## src/rtl/matmul_pkg.sv

```systemverilog
// matmul_pkg
// Shared definitions for the matrix-multiply control sequencer.
//   state_e   : FSM state encoding, also driven out as the 3-bit status code
//   idx_width : width of an index bus for a dimension of size n (at least 1 bit)

package matmul_pkg;

  typedef enum logic [2:0] {
    ST_IDLE  = 3'b000,
    ST_CLEAR = 3'b001,
    ST_MAC   = 3'b010,
    ST_WRITE = 3'b011,
    ST_DONE  = 3'b111
  } state_e;

  // A dimension of size 1 still needs a 1-bit index bus (always 0).
  function automatic int idx_width(input int n);
    return (n > 1) ? $clog2(n) : 1;
  endfunction

endpackage

```

## src/rtl/matmul_index_counter.sv

```systemverilog
// matmul_index_counter
// Wrap-around index counter running 0 .. N-1.
//   clock, reset_n : clock and asynchronous active-low reset
//   inc            : advance by one (wraps to 0 after N-1)
//   clr            : force the count to 0 (takes priority over inc)
//   count          : current index
//   last           : count is at N-1
//   wrap           : this cycle's inc takes the count from N-1 back to 0

module matmul_index_counter
  import matmul_pkg::*;
#(
  parameter int N = 4,
  parameter int W = idx_width(N)
) (
  input  logic         clock,
  input  logic         reset_n,
  input  logic         inc,
  input  logic         clr,
  output logic [W-1:0] count,
  output logic         last,
  output logic         wrap
);

  localparam logic [W-1:0] MAX = W'(N - 1);

  logic [W-1:0] count_q;
  logic [W-1:0] count_d;

  assign last  = (count_q == MAX);
  assign wrap  = inc && last && !clr;
  assign count = count_q;

  always_comb begin
    count_d = count_q;
    if (clr) begin
      count_d = '0;
    end else if (inc) begin
      count_d = last ? '0 : count_q + W'(1);
    end
  end

  always_ff @(posedge clock or negedge reset_n) begin
    if (!reset_n) begin
      count_q <= '0;
    end else begin
      count_q <= count_d;
    end
  end

endmodule

```

## src/rtl/matmul_sequencer.sv

```systemverilog
// matmul_sequencer
// Control sequencer for a matrix-multiply datapath. Walks every (row, col)
// element of a ROWS x COLS result: clears the accumulator, runs INNER MAC
// steps gated by operand availability, then holds a write request until the
// sink accepts it. Reports completion and can be restarted from DONE.
//   clock, reset_n    : clock and asynchronous active-low reset
//   start             : begin a run (honoured only in IDLE or DONE)
//   operand_valid     : operand pair for the current k is present
//   write_ready       : result sink accepts the accumulator this cycle
//   status            : state code (IDLE 000, CLEAR 001, MAC 010, WRITE 011, DONE 111)
//   clear_acc         : zero the accumulator (one cycle per element)
//   mac_en            : accumulate the current operand pair
//   write_en          : result write request, held until accepted
//   row_idx/col_idx/k_idx : current element and inner index for address generation
//   busy              : high in CLEAR, MAC and WRITE
//   done              : high in DONE

module matmul_sequencer
  import matmul_pkg::*;
#(
  parameter int ROWS  = 4,
  parameter int COLS  = 4,
  parameter int INNER = 4
) (
  input  logic                        clock,
  input  logic                        reset_n,
  input  logic                        start,
  input  logic                        operand_valid,
  input  logic                        write_ready,
  output logic [2:0]                  status,
  output logic                        clear_acc,
  output logic                        mac_en,
  output logic                        write_en,
  output logic [idx_width(ROWS)-1:0]  row_idx,
  output logic [idx_width(COLS)-1:0]  col_idx,
  output logic [idx_width(INNER)-1:0] k_idx,
  output logic                        busy,
  output logic                        done
);

  localparam int RW = idx_width(ROWS);
  localparam int CW = idx_width(COLS);
  localparam int KW = idx_width(INNER);

  state_e state_q, state_d;
  logic   clear_acc_q, clear_acc_d;
  logic   write_en_q, write_en_d;
  logic   busy_q, busy_d;
  logic   done_q, done_d;

  logic start_accept;
  logic write_accept;
  logic final_element;
  logic k_inc, k_clr, k_last, k_wrap;
  logic col_inc, col_last, col_wrap;
  logic row_last, row_wrap;

  assign start_accept  = start && ((state_q == ST_IDLE) || (state_q == ST_DONE));
  assign write_accept  = (state_q == ST_WRITE) && write_ready;
  assign final_element = row_last && col_last;

  assign k_inc = (state_q == ST_MAC) && operand_valid;
  assign k_clr = (state_q == ST_CLEAR) || start_accept;

  // The column counter is frozen on the final element so that row/col keep
  // their final values in DONE; a column wrap is what advances the row.
  assign col_inc = write_accept && !final_element;

  matmul_index_counter #(.N(INNER), .W(KW)) u_k_counter (
    .clock   (clock),
    .reset_n (reset_n),
    .inc     (k_inc),
    .clr     (k_clr),
    .count   (k_idx),
    .last    (k_last),
    .wrap    (k_wrap)
  );

  matmul_index_counter #(.N(COLS), .W(CW)) u_col_counter (
    .clock   (clock),
    .reset_n (reset_n),
    .inc     (col_inc),
    .clr     (start_accept),
    .count   (col_idx),
    .last    (col_last),
    .wrap    (col_wrap)
  );

  matmul_index_counter #(.N(ROWS), .W(RW)) u_row_counter (
    .clock   (clock),
    .reset_n (reset_n),
    .inc     (col_wrap),
    .clr     (start_accept),
    .count   (row_idx),
    .last    (row_last),
    .wrap    (row_wrap)
  );

  // Next-state logic; registered outputs are decoded from the next state so
  // they line up with state_q after the edge. row_wrap can only fire if the
  // walk ran past the final element, which also ends the run.
  always_comb begin
    state_d = state_q;
    unique case (state_q)
      ST_IDLE:  if (start) state_d = ST_CLEAR;
      ST_CLEAR: state_d = ST_MAC;
      ST_MAC:   if (k_wrap) state_d = ST_WRITE;
      ST_WRITE: begin
        if (write_accept) begin
          state_d = (final_element || row_wrap) ? ST_DONE : ST_CLEAR;
        end
      end
      ST_DONE:  if (start) state_d = ST_CLEAR;
      default:  state_d = ST_IDLE;
    endcase

    clear_acc_d = (state_d == ST_CLEAR);
    write_en_d  = (state_d == ST_WRITE);
    busy_d      = (state_d == ST_CLEAR) || (state_d == ST_MAC) || (state_d == ST_WRITE);
    done_d      = (state_d == ST_DONE);
  end

  always_ff @(posedge clock or negedge reset_n) begin
    if (!reset_n) begin
      state_q     <= ST_IDLE;
      clear_acc_q <= 1'b0;
      write_en_q  <= 1'b0;
      busy_q      <= 1'b0;
      done_q      <= 1'b0;
    end else begin
      state_q     <= state_d;
      clear_acc_q <= clear_acc_d;
      write_en_q  <= write_en_d;
      busy_q      <= busy_d;
      done_q      <= done_d;
    end
  end

  assign status    = state_q;
  assign clear_acc = clear_acc_q;
  assign write_en  = write_en_q;
  assign busy      = busy_q;
  assign done      = done_q;
  // Only output with a combinational path from an input.
  assign mac_en    = (state_q == ST_MAC) && operand_valid;

endmodule
```

## config.mk

```make
export PLATFORM = sky130hd
export DESIGN_NAME = matmul_sequencer
export DESIGN_NICKNAME = d
export VERILOG_FILES = /design/src/rtl/matmul_pkg.sv /design/src/rtl/matmul_index_counter.sv /design/src/rtl/matmul_sequencer.sv
export SDC_FILE = /design/constraint.sdc
export NUM_CORES = 1
export LEC_CHECK = 0
export BUFFER_PORTS_ARGS = -buffer_cell sky130_fd_sc_hd__buf_2
export CAP_MARGIN = 10
export CORE_MARGIN = 1.5
export CORE_UTILIZATION = 50
export DETAILED_ROUTE_END_ITERATION = 8
export HOLD_SLACK_MARGIN = 0.06
export PLACE_DENSITY = 0.73
export SETUP_SLACK_MARGIN = 0.02
export SLEW_MARGIN = 20
export SYNTH_ARGS = -nofsm -noshare
export SYNTH_HDL_FRONTEND = slang
export SYNTH_HIERARCHICAL = 1
export SYNTH_SLANG_ARGS = --single-unit
```

## constraint.sdc

```tcl
create_clock -name clock -period 3 [get_ports clock]
set_input_delay 0.3 -clock clock [delete_from_list [all_inputs] [get_ports clock]]
set_output_delay 0.3 -clock clock [all_outputs]
set_load 0.05 [all_outputs]
```

# After elaboration in Yosys (flattened, before gate mapping)
# Cells that the tools add are included.
# totals
out_inout_bits	14
elab_cells	60
in_bits	5
reg_bits	13
# op_classes
n_reduce_logical	24
n_eq_ne	11
n_mux	14
n_addsub	3
# ops
cell	count
2-bit two-way mux	9
3-bit by 2-bit equality test with 1-bit output, second input constant	4
3-bit two-way mux	4
3-bit one-hot mux with 4 select lines	1
1-bit logical AND	11
2-bit by 1-bit adder with 2-bit output, second input constant	3
2-bit equality test, second input constant	3
3-bit by 1-bit equality test with 1-bit output, second input constant	2
3-bit equality test, second input constant	2
2-bit nonzero test	3
1-bit logical OR	5
1-bit zero test	3
3-bit zero test	1
2-bit OR reduction	1

# Depth between registers and ports, before layout
# Gate-level depths: netlist of the first run.
# depth
word_depth	15
ltp_mapped	11
mapped_depth_nobuf	10

# By module
# Netlist of the first run, hierarchy kept.
# by_module_without_submodules
module	seq_area_each_um2	area_per_inst_um2	cells_per_inst	instances
matmul_sequencer	175.2	415.4	38	1
matmul_index_counter	50.0	107.6	10	3

# Worst setup path before layout of the first run
# No wires, ideal clock.
# synth_timing
path_type	register to register
start	reg state_q[0] (netlist: status[0])
end	reg write_en_q (netlist: write_en)
required_ns	2.906
period_less_slack_ns	2.523
t_arrival_ns	2.429
path_stages_with_launch	10
path_slack_ns	0.477
n_path_buf	1
setup_time_ns	0.094
cell_sequence	dfrtp_1 buf_2 or3_1 a21boi_1 nor2_1 nand2_1 nor2_1 a21o_1 a31o_2 a221oi_2
# synth_between
elab_chain_cells	12
elab_cells_between_ends	27
classes_between	5 x eq/ne; 5 x mux; 17 x reduce/logical
# synth_rtl
item	line_no	source
start, declared	matmul_sequencer.sv:45	state_e state_q, state_d;
start signal, assigned	matmul_sequencer.sv:131	state_q <= state_d;
3-bit equality test / 3-bit zero test (equally long branches)	matmul_sequencer.sv:58	assign start_accept = start && ((state_q == ST_IDLE) || (state_q == ST_DONE));
1-bit logical OR *	matmul_sequencer.sv:58	
1-bit logical AND *	matmul_sequencer.sv:58	
via start_accept	matmul_sequencer.sv:51	logic start_accept;
1-bit zero test *	matmul_index_counter.sv:31	assign wrap = inc && last && !clr;
1-bit logical AND *	matmul_index_counter.sv:31	
via col_wrap	matmul_sequencer.sv:55	logic col_inc, col_last, col_wrap;
1-bit logical AND * (2 in series)	matmul_index_counter.sv:31	
via row_wrap	matmul_sequencer.sv:56	logic row_last, row_wrap;
1-bit logical OR *	matmul_sequencer.sv:110	state_d = (final_element || row_wrap) ? ST_DONE : ST_CLEAR;
3-bit two-way mux *	matmul_sequencer.sv:110	
3-bit two-way mux *	matmul_sequencer.sv:109	if (write_accept) begin
3-bit one-hot mux with 4 select lines *	matmul_sequencer.sv:104	unique case (state_q)
3-bit by 2-bit equality test with 1-bit output *	matmul_sequencer.sv:118	write_en_d = (state_d == ST_WRITE);
via write_en_d	matmul_sequencer.sv:47	logic write_en_q, write_en_d;
end signal, assigned	matmul_sequencer.sv:133	write_en_q <= write_en_d;
end, declared	matmul_sequencer.sv:47	
# The timed path passes the listed nets; every way through them passes the cells marked *.
# A chain may end at the register's enable or synchronous reset.

# Worst setup path in the final report of the first run
# layout_timing
start	reg state_q[1] (netlist: status[1])
end	reg write_en_q (netlist: write_en)
# Same word-level chain as after synthesis.

==> results of run 1 <==
==> flip-flops by register name, summed over array words and instances, names as in the netlist <==
name / cells
busy: 1
u_col_counter/count: 2
status: 3
u_k_counter/count: 2
clear_acc: 1
write_en: 1
u_row_counter/count: 2
done: 1
==> power groups by stage <==
stage	logic (µW)	registers, µW	clock network (µW)
3_5_place_dp	481	294	0
2_1_floorplan	230	453	0
5_1_grt	503	301	121
6_report	477	290	106
4_1_cts	482	291	108
3_3_place_gp	474	291	0
==> layout by cell type, fill, tap and decap left out <==
master / n
a21boi_1: 1
dfrtp_1: 13
o21ai_0: 1
clkbuf_1: 1
and4bb_2: 1
dlygate4sd3_1: 1
ha_1: 3
nor2_1: 6
inv_1: 1
buf_2: 18
a21oi_2: 3
o2bb2ai_2: 1
o21ai_1: 1
nand2_1: 6
and3_2: 1
inv_2: 1
mux2i_1: 3
buf_4: 1
a32oi_1: 1
a221oi_2: 1
nand3b_1: 1
a21oi_1: 2
a31o_2: 1
clkbuf_4: 3
nor2b_1: 2
o21bai_2: 1
a21o_1: 1
nand4b_4: 1
or3b_1: 3
nor2_2: 1
nand3_1: 1
and2_1: 3
or3_1: 1
nand2b_1: 3
nand3b_2: 1
==> through the flow <==
step	util	std cells	worst slack, ns	area [µm²]
4_1_cts	0.656	105	0.836	875
3_3_place_gp	0.629	100	0.873	838
5_1_grt	0.656	105	0.688	875
2_1_floorplan	-	68	0.477	738
6_report	0.656	105	0.839	875
3_5_place_dp	0.629	100	0.855	838
==> kinds of logic (layout without fill, tap and decap cells) <==
family                     Yosys count  in the layout
DFF                                 13             13
and+or+nand+nor                     31             31
AOI/OAI and AO/OA                   14             14
muxes                                3              3
buffers and inverters                4             26
adders and majority gates            3              3
==> per-layer routing <==
metal / track usage / vias up
li1: - / 287
met3: 0.0478 / 0
met4: 0.0710 / 0
met5: 0 / -
met2: 0.259 / 14
met1: 0.211 / 263
==> tightest hold or removal path, delay by kind of cell <==
family	cells	cell delay, ns
AND/OR/NAND/NOR	1	0.12
AO/OA/AOI/OAI	1	0.08
buffers and inverters	1	0.13
==> worst max-delay path by stage <==
stage	slack (ns)	to	start
2_1_floorplan	0.48	write_en	status[0]
6_report	0.84	write_en	status[1]
5_1_grt	0.69	write_en	status[0]
4_1_cts	0.84	write_en	status[0]
3_5_place_dp	0.85	write_en	status[0]
3_3_place_gp	0.87	write_en	status[0]
==> layout make-up <==
type / count / area (µm²)
multi-input cells: 51 / 389
inverters: 2 / 7.51
clock buffers: 4 / 26.3
fillers: 104 / 459
repair buffers: 20 / 108
flip-flops and latches: 13 / 325
well taps: 15 / 18.8
==> timing repair <==
action | in CTS | in global routing
resized for setup | 0 | 0
buffers inserted | 0 | 0
hold endpoints to repair | 13 | 0
hold buffers | 1 | 0
==> results.json, run 1 <==
{
  "outcome": "finished, final reports clean",
  "fmax_mhz": 463,
  "critPathTopFamily": "compound AO/OA/AOI/OAI gates",
  "track_usage": 0.165,
  "dp.final_hpwl_um": 985,
  "cts_buffers": 3,
  "grt_pass1_wl_mm": 2.19,
  "leakagePower_uw": 0.000446,
  "yosys_warnings": 6,
  "synth_top_family_by_area": "simple AND/OR/NAND/NOR gates",
  "synth_area_leaders": "dfrtp_1 44%, ha_1 5.1%, mux2i_1 4.1%",
  "totalWireLength_mm": 1.26,
  "yosys.area_share.simple": 0.273,
  "power_uw": 873,
  "p_sw_uw": 448,
  "drt-pass1-iter-count": 4,
  "synth_xor_area_frac": 0,
  "period_share": 0.720,
  "drive_above_1_share": 0.389,
  "synth_fa_ha_area_frac": 0.0508,
  "rr_worst_depth": 9,
  "hold_viol_final": 0,
  "setup_viol": 0,
  "p_int_uw": 424,
  "synth-main-ff-cell": "dfrtp_1",
  "die_h_um": 41.4,
  "maxCapViolCount": 0,
  "cts_tree": "built",
  "clkPwrFrac": 0.121,
  "worstHoldStart": "start",
  "grt_overflow": 0,
  "p_sw_frac": 0.514,
  "synth.avg_cell_area_um2": 10.9,
  "clockBufferDepth": 2,
  "nets": 99,
  "synth.most_common_cell": "dfrtp_1",
  "antenna_found_initial": 0,
  "fin_skew_ns": 0.00523,
  "hold_depth": 3,
  "cp_slowest_stage_delay_ns": 0.52,
  "ys_seq_elements": 13,
  "syn-num-nets": 76,
  "clk_latency_ns": 0.27,
  "coreArea_um2": 1330,
  "holdPathEnd": "clear_acc",
  "grt_max_degree": 14,
  "wl_met1_um": 609,
  "synth_edf_count": 0,
  "worstPathRequired_ns": 3.18,
  "slew_viol_final": 0,
  "die_w_um": 41.4,
  "r2r_end": "write_en",
  "antenna_cells": 0,
  "slew_headroom": 0.742,
  "yosysSeqAreaShare": 0.441,
  "tns_ns": 0,
  "hold_slack_ns": 0.400,
  "clock-root-buffer": "clkbuf_4",
  "crit_cells": 9,
  "areaGrowthSynthToFinish_pct": 18.5,
  "yosysUniqueCellTypes": 32,
  "cp_cell_sequence": "or3_1, a21boi_1, buf_4, nor2_1, nand2_1, nor2_1, a21o_1, a31o_2, a221oi_2",
  "dr.first_iter.drc_count": 9,
  "synth_mux_area_frac": 0.0407,
  "initial_utilization": 0.553,
  "io_buffers": 18,
  "wl_per_cell_um": 12.0,
  "grt_pass1_vias": 547,
  "drc": 0,
  "share_comb_of_total_power": 0.546,
  "gp_congestion": 0.742,
  "synth_compound_area_frac": 0.163,
  "cp_data_arrival_time_ns": 2.34,
  "cp-start-kind": "flop",
  "power.density_nw_per_um2": 998,
  "die_area_um2": 1720,
  "crit_path_top_delay_cell": "dfrtp_1",
  "worst_pin_slew_ns": 0.387,
  "critPathCaptureType": "flop",
  "rows": 13,
  "reg2reg_slack_ns": 0.84,
  "yosys.area.top_type": "dfrtp_1",
  "avgViaCountPerCell": 5.37,
  "highest_layer": "met3",
  "antenna_left": 0,
  "synthCells": 68,
  "met3_length_um": 52,
  "ys_async_sr_fraction": 1.00,
  "rsz0062_at_grt": "false",
  "fin_crit_ns": 2.16,
  "io_pins": 19,
  "cp.buffers_inverters": 1,
  "crit_fanout": 11,
  "syn_area_um2": 738,
  "vias": 564,
  "wl_met2_um": 601,
  "clkTransAtPathRegs_ns": 0.07,
  "cp_common_cell": "nor2_1",
  "netlist.area_leader.share": 0.441,
  "r2r_start": "status[1]",
  "cts_htree_levels": 1,
  "min_path_type": "input pin to flop",
  "clkSinkCount": 13,
  "synth_commonest_cells": "13 x dfrtp_1, 6 x nand2_1, 6 x nor2_1",
  "critPathKind": "flop to flop",
  "seq_power_share": 0.333,
  "vdd_drop_max_mv": 0.526
}
Note: power is estimated with default switching activity, not from simulation.
==> inputs of run 2 (changes only) <==
Settings changed: ABC_AREA set to 1, CORE_UTILIZATION 50 to 49.
Clock period 3 ns to 2.1 ns, I/O delays scaled along.
==> run 2 against run 1 <==
  * Global-route usage grew 2.1 points
  * Die area shrank 5.2%
  * Non-clock buffer count is 1 higher
  * Register-to-register slack worse by 0.55 ns
  * Area after synthesis fell by 7.5%
  * Count of clock-buffer cells in the layout unchanged
  * Core utilization rose by 0.39 points
  * Sequential share of layout area is 1.1 points higher
  * Combinational power grew 49%
  * Critical path type unchanged
==> results.json, run 2 <==
{
  "grt_max_degree": 14,
  "syn_area_um2": 683,
  "cts_tree": "built",
  "power.density_nw_per_um2": 1460,
  "synth_edf_count": 0,
  "slew_headroom": 0.724,
  "dr.first_iter.drc_count": 11,
  "clock-root-buffer": "clkbuf_4",
  "avgViaCountPerCell": 4.84,
  "yosysUniqueCellTypes": 18,
  "final_cell_mix": "22 x nand2_1, 18 x buf_2, 10 x dfrtp_1",
  "grt_pass1_vias": 467,
  "slew_viol_final": 0,
  "vias": 600,
  "io_pins": 19,
  "outcome": "finished, final reports clean",
  "areaGrowthSynthToFinish_pct": 25.6,
  "rows": 13,
  "syn-num-nets": 92,
  "cts_buffers": 3,
  "fillers": 112,
  "largest_register_ffs": 3,
  "cp_slowest_stage_delay_ns": 0.43,
  "synth_commonest_cells": "22 x nand2_1, 13 x dfrtp_1, 9 x nand3_1, 9 x nor2_1, 8 x inv_1",
  "cp_cell_sequence": "nand2_2, nor2_2, nand2_2, a21oi_1, nand2_1, nor2_1, nand2_1, nor2_1, nand3b_1, nand2_1, nand3_2, nand2_1, nor2_1",
  "rsz0062_at_grt": "false",
  "totalWireLength_mm": 1.29,
  "die_w_um": 40.3,
  "clkTransAtPathRegs_ns": 0.07,
  "clockBufferDepth": 2,
  "maxCapViolCount": 0,
  "fmax_mhz": 551,
  "worst_pin_slew_ns": 0.410,
  "synth_area_leaders": "dfrtp_1 48%, nand2_1 12%, nand3_1 6.6%",
  "nets": 118,
  "gp_congestion": 0.762,
  "setup_viol": 0,
  "die_h_um": 40.3,
  "antenna_cells": 0,
  "grt_pass1_wl_mm": 1.97,
  "grt_overflow": 0,
  "track_usage": 0.186,
  "netlist.area_leader.share": 0.476,
  "dp.final_hpwl_um": 985,
  "fin_crit_ns": 1.81,
  "io_buffers": 18,
  "cts_resized": 0,
  "reg2reg_slack_ns": 0.29,
  "critPathKind": "flop to flop",
  "drive_above_1_share": 0.339,
  "yosys_warnings": 6,
  "cp_data_arrival_time_ns": 2.01,
  "ys_seq_elements": 13,
  "drc": 0,
  "cp-start-kind": "flop",
  "ys_async_sr_fraction": 1.00,
  "finish.utilization": 0.660,
  "yosysSeqAreaShare": 0.476,
  "antenna_left": 0,
  "worstPathRequired_ns": 2.29,
  "synthCells": 84,
  "leakagePower_uw": 0.000479,
  "tns_ns": 0,
  "fin_skew_ns": 0.00270,
  "crit_fanout": 7,
  "drt-pass1-iter-count": 4,
  "vdd_drop_max_mv": 0.671,
  "cts_htree_levels": 1,
  "initial_utilization": 0.525,
  "yosys.area.top_type": "dfrtp_1",
  "period_share": 0.864,
  "critPathCaptureType": "flop",
  "power_uw": 1250,
  "antenna_found_initial": 0,
  "coreArea_um2": 1300,
  "die_area_um2": 1630,
  "clkSinkCount": 13,
  "cp_common_cell": "nand2_1",
  "final_common_cell": "nand2_1",
  "hold_viol_final": 0,
  "min_path_type": "input pin to flop",
  "synth.avg_cell_area_um2": 8.13,
  "clk_latency_ns": 0.26,
  "synth-main-ff-cell": "dfrtp_1",
  "crit_path_top_delay_cell": "dfrtp_2",
  "synth.most_common_cell": "nand2_1",
  "wl_per_cell_um": 10.4
}
[run 2: changes by cell type in the layout (fill, tap and decap cells not counted), moves of 3 or more]
cell,delta
nand2_1,+16
nand3_1,+8
inv_1,+7
a21oi_2,-3
and2_1,-3
dfrtp_1,-3
dfrtp_2,+3
mux2i_1,-3
nand2b_1,-3
nor2_1,+3
nor2_2,+3
or3b_1,-3
[run 2: power breakdown]
part           switching, µW  leakage, µW  internal [µW]
Sequential              62.8     0.000165            330
Combinational            531     0.000299            182
Clock                   70.7    0.0000150           73.3
[run 2: through the flow]
| stage | setup WS, ns | instance area (µm²) | hold WS, ns | instances |
|---|---|---|---|---|
| floorplan | 0.0338 | 698 | -0.0856 | 84 |
| global placement | 0.396 | 822 | 0.0992 | 119 |
| detailed placement | 0.337 | 822 | 0.109 | 119 |
| CTS | 0.312 | 858 | 0.243 | 124 |
| global route | 0.111 | 858 | 0.268 | 124 |
| finish | 0.285 | 858 | 0.256 | 124 |
[run 2: cell families (layout without fill, tap and decap cells)]
group | after synthesis | in the layout | share of synthesized area
compound gates | 6 | 6 | 0.0531
simple gates | 53 | 53 | 0.366
buf+inv | 9 | 34 | 0.0494
fa+ha+maj | 3 | 3 | 0.0550
flops | 13 | 13 | 0.476
[run 2: layer usage]
metal  vias up  GRT usage  part of all wire
met5         -          0                 0
met4         0     0.0750            0.0039
met3         2     0.0167             0.042
met2        13      0.286              0.44
met1       259      0.270              0.51
li1        326          -                 -
[run 2: what timing repair did]
| action | CTS | global route |
|---|---|---|
| hold endpoints to repair | 13 | 0 |
| hold buffers | 1 | 0 |
| buffers inserted | 0 | 0 |
[run 2: path summary, 6_finish.rpt]
kind,start,endpoint,cells after the start
max,status[1],write_en,13
min,write_ready,done,3
max reg2reg,status[1],write_en,13
min reg2reg,u_k_counter/count[1],u_k_counter/count[1],2
max in group asynchronous,reset_n,status[1],2
min in group asynchronous,reset_n,u_col_counter/count[0],2
[run 2: area by class of cell]
type / count / area (µm²) / share of cell area
well taps: 15 / 18.8 / 0.0219
clock buffers: 4 / 26.3 / 0.0306
repair buffers: 21 / 115 / 0.134
flip-flops and latches: 13 / 329 / 0.383
inverters: 9 / 33.8 / 0.0394
multi-input cells: 62 / 335 / 0.391
[run 2: critical path, delay by kind of cell (launching register included)]
| kind | cells | cell delay (ns) |
|---|---|---|
| DFF | 1 | 0.43 |
| AOI/OAI and AO/OA | 1 | 0.17 |
| and+or+nand+nor | 12 | 1.14 |
==> inputs of run 3 (changes only) <==
Settings changed: BUFFER_PORTS_ARGS -buffer_cell sky130_fd_sc_hd__buf_2 to not set, CORE_AREA set to 2 2 39 41, CORE_MARGIN 1.5 to not set, CORE_UTILIZATION 49 to not set, DIE_AREA set to 0 0 41 43, DONT_BUFFER_PORTS set to 1, PLACE_DENSITY 0.73 to 0.63.
==> run 3 against run 2 <==
  * Register-to-register slack is essentially flat
  * Largest power group unchanged
  * Highest routed layer unchanged
  * Non-clock buffer count shrank 10
  * Core utilization shrank 6.0 points
  * Clock skew shrank 0.0023 ns
  * Clock power is essentially flat
==> results.json, run 3 (synthesized netlist as in run 2, its figures left out) <==
{
  "grt_pass1_vias": 543,
  "fin_area_um2": 830,
  "grt_overflow": 0,
  "final_common_cell": "nand2_1",
  "clkTransAtPathRegs_ns": 0.07,
  "leakagePower_uw": 0.000437,
  "track_usage": 0.174,
  "antenna_found_initial": 0,
  "dp.final_hpwl_mm": 1.03,
  "antenna_cells": 0,
  "initial_utilization": 0.494,
  "fin_crit_ns": 1.82,
  "rows": 14,
  "clk_latency_ns": 0.26,
  "io_buffers": 0,
  "totalWireLength_mm": 1.31,
  "cts_htree_levels": 1,
  "hold_viol_final": 0,
  "p_sw_uw": 665,
  "wl_per_cell_um": 11.4,
  "slew_viol_final": 0,
  "critPathCaptureType": "flop",
  "tns_ns": 0,
  "nets": 108,
  "clkPwrFrac": 0.116,
  "place_area_um2": 793,
  "worst_pin_slew_ns": 0.551,
  "dp.cells": 110,
  "antenna_left": 0,
  "min_path_type": "input pin to flop",
  "coreArea_um2": 1380,
  "share_comb_of_total_power": 0.474,
  "io_pins": 19,
  "crit_fanout": 6,
  "fmax_mhz": 548,
  "clkSinkCount": 13,
  "die_area_um2": 1760,
  "worstPathRequired_ns": 2.29,
  "largest_register_ffs": 3,
  "avgViaCountPerCell": 5.17,
  "drt-pass1-iter-count": 4,
  "rsz0062_at_grt": "false",
  "finish.utilization": 0.599,
  "dr.first_iter.drc_count": 8,
  "p_sw_frac": 0.532,
  "period_share": 0.868,
  "p_int_uw": 584,
  "seq_power_share": 0.411,
  "rr_worst_depth": 13,
  "final_cell_mix": "22 x nand2_1, 10 x dfrtp_1, 10 x buf_4",
  "grt_max_degree": 14,
  "die_h_um": 43,
  "cts_buffers": 3,
  "drive_above_1_share": 0.273,
  "cts_tree": "built",
  "final_cells": 115,
  "clockBufferDepth": 2,
  "power_uw": 1250,
  "die_w_um": 41,
  "drc": 0,
  "grt_pass1_wl_mm": 2.01,
  "critPathKind": "flop to flop",
  "outcome": "finished, final reports clean",
  "maxCapViolCount": 0,
  "setup_viol": 0,
  "clock-root-buffer": "clkbuf_4",
  "areaGrowthSynthToFinish_pct": 21.4,
  "slew_headroom": 0.631,
  "hold_depth": 2,
  "power.density_nw_per_um2": 1500,
  "cp-start-kind": "flop",
  "cp_data_arrival_time_ns": 2.02,
  "fin_skew_ns": 0.000424,
  "gp_congestion": 0.800,
  "vdd_drop_max_mv": 0.735,
  "vias": 594
}
==> run 3: cell types whose count changed in the layout (fill, tap and decap cells not counted), sizes merged <==
cell,previous run,this run
buf,20,10
==> run 3: metrics by stage <==
step                hold WS, ns  worst slack [ns]
floorplan               -0.0856            0.0338
global placement        -0.0854             0.371
detailed placement      -0.0854             0.351
CTS                       0.103             0.297
global route              0.123            0.0754
finish                    0.109             0.276
==> run 3: power groups by stage <==
stage	clock [µW]	combinational [µW]	sequential (µW)
2_1_floorplan	0	301	652
3_3_place_gp	0	572	517
3_5_place_dp	0	587	517
4_1_cts	151	594	513
5_1_grt	162	651	520
6_report	145	591	513
==> run 3: layer usage <==
layer,track usage,wire (µm),vias up
met3,0.0314,64,2
met2,0.278,683,17
met1,0.194,546,269
met5,0,0,-
met4,0.120,12,0
li1,-,-,306
==> run 3: timing repair <==
| item | CTS | global route |
|---|---|---|
| hold buffers | 1 | 0 |
| resized for setup | 0 | 0 |
| buffers inserted | 0 | 0 |
| endpoints found under the hold margin | 13 | 0 |
==> run 3: path summary, 6_finish.rpt <==
| check | from | end | slack, ns |
|---|---|---|---|
| worst max-delay path | status[1] | busy | 0.28 |
| worst min-delay path | write_ready | done | 0.11 |
| worst max register to register | status[1] | busy | 0.28 |
| worst min register to register | u_row_counter/count[1] | u_row_counter/count[1] | 0.63 |
| max in group asynchronous | reset_n | status[1] | 1.34 |
| min in group asynchronous | reset_n | u_col_counter/count[1] | 0.37 |
==> run 3: area by class of cell <==
cell class / instances / area (µm²)
Fill cell: 131 / 554
Multi-Input combinational cell: 62 / 335
Sequential cell: 13 / 329
Timing Repair Buffer: 11 / 85.1
Inverter: 9 / 33.8
Clock buffer: 4 / 26.3
Tap cell: 16 / 20.0
==> run 3: critical path: stages (launching register included) <==
cell and delay (ns):
dfrtp_2 0.42, nand2_2 0.09, nor2_2 0.15, nand2_2 0.09, a21oi_1 0.17, nand2_1 0.08, nor2_1 0.12, nand2_1 0.07
nor2_1 0.14, nand3b_1 0.12, nand2_1 0.06, nand3_2 0.09, nor2_1 0.06, nor2_1 0.10
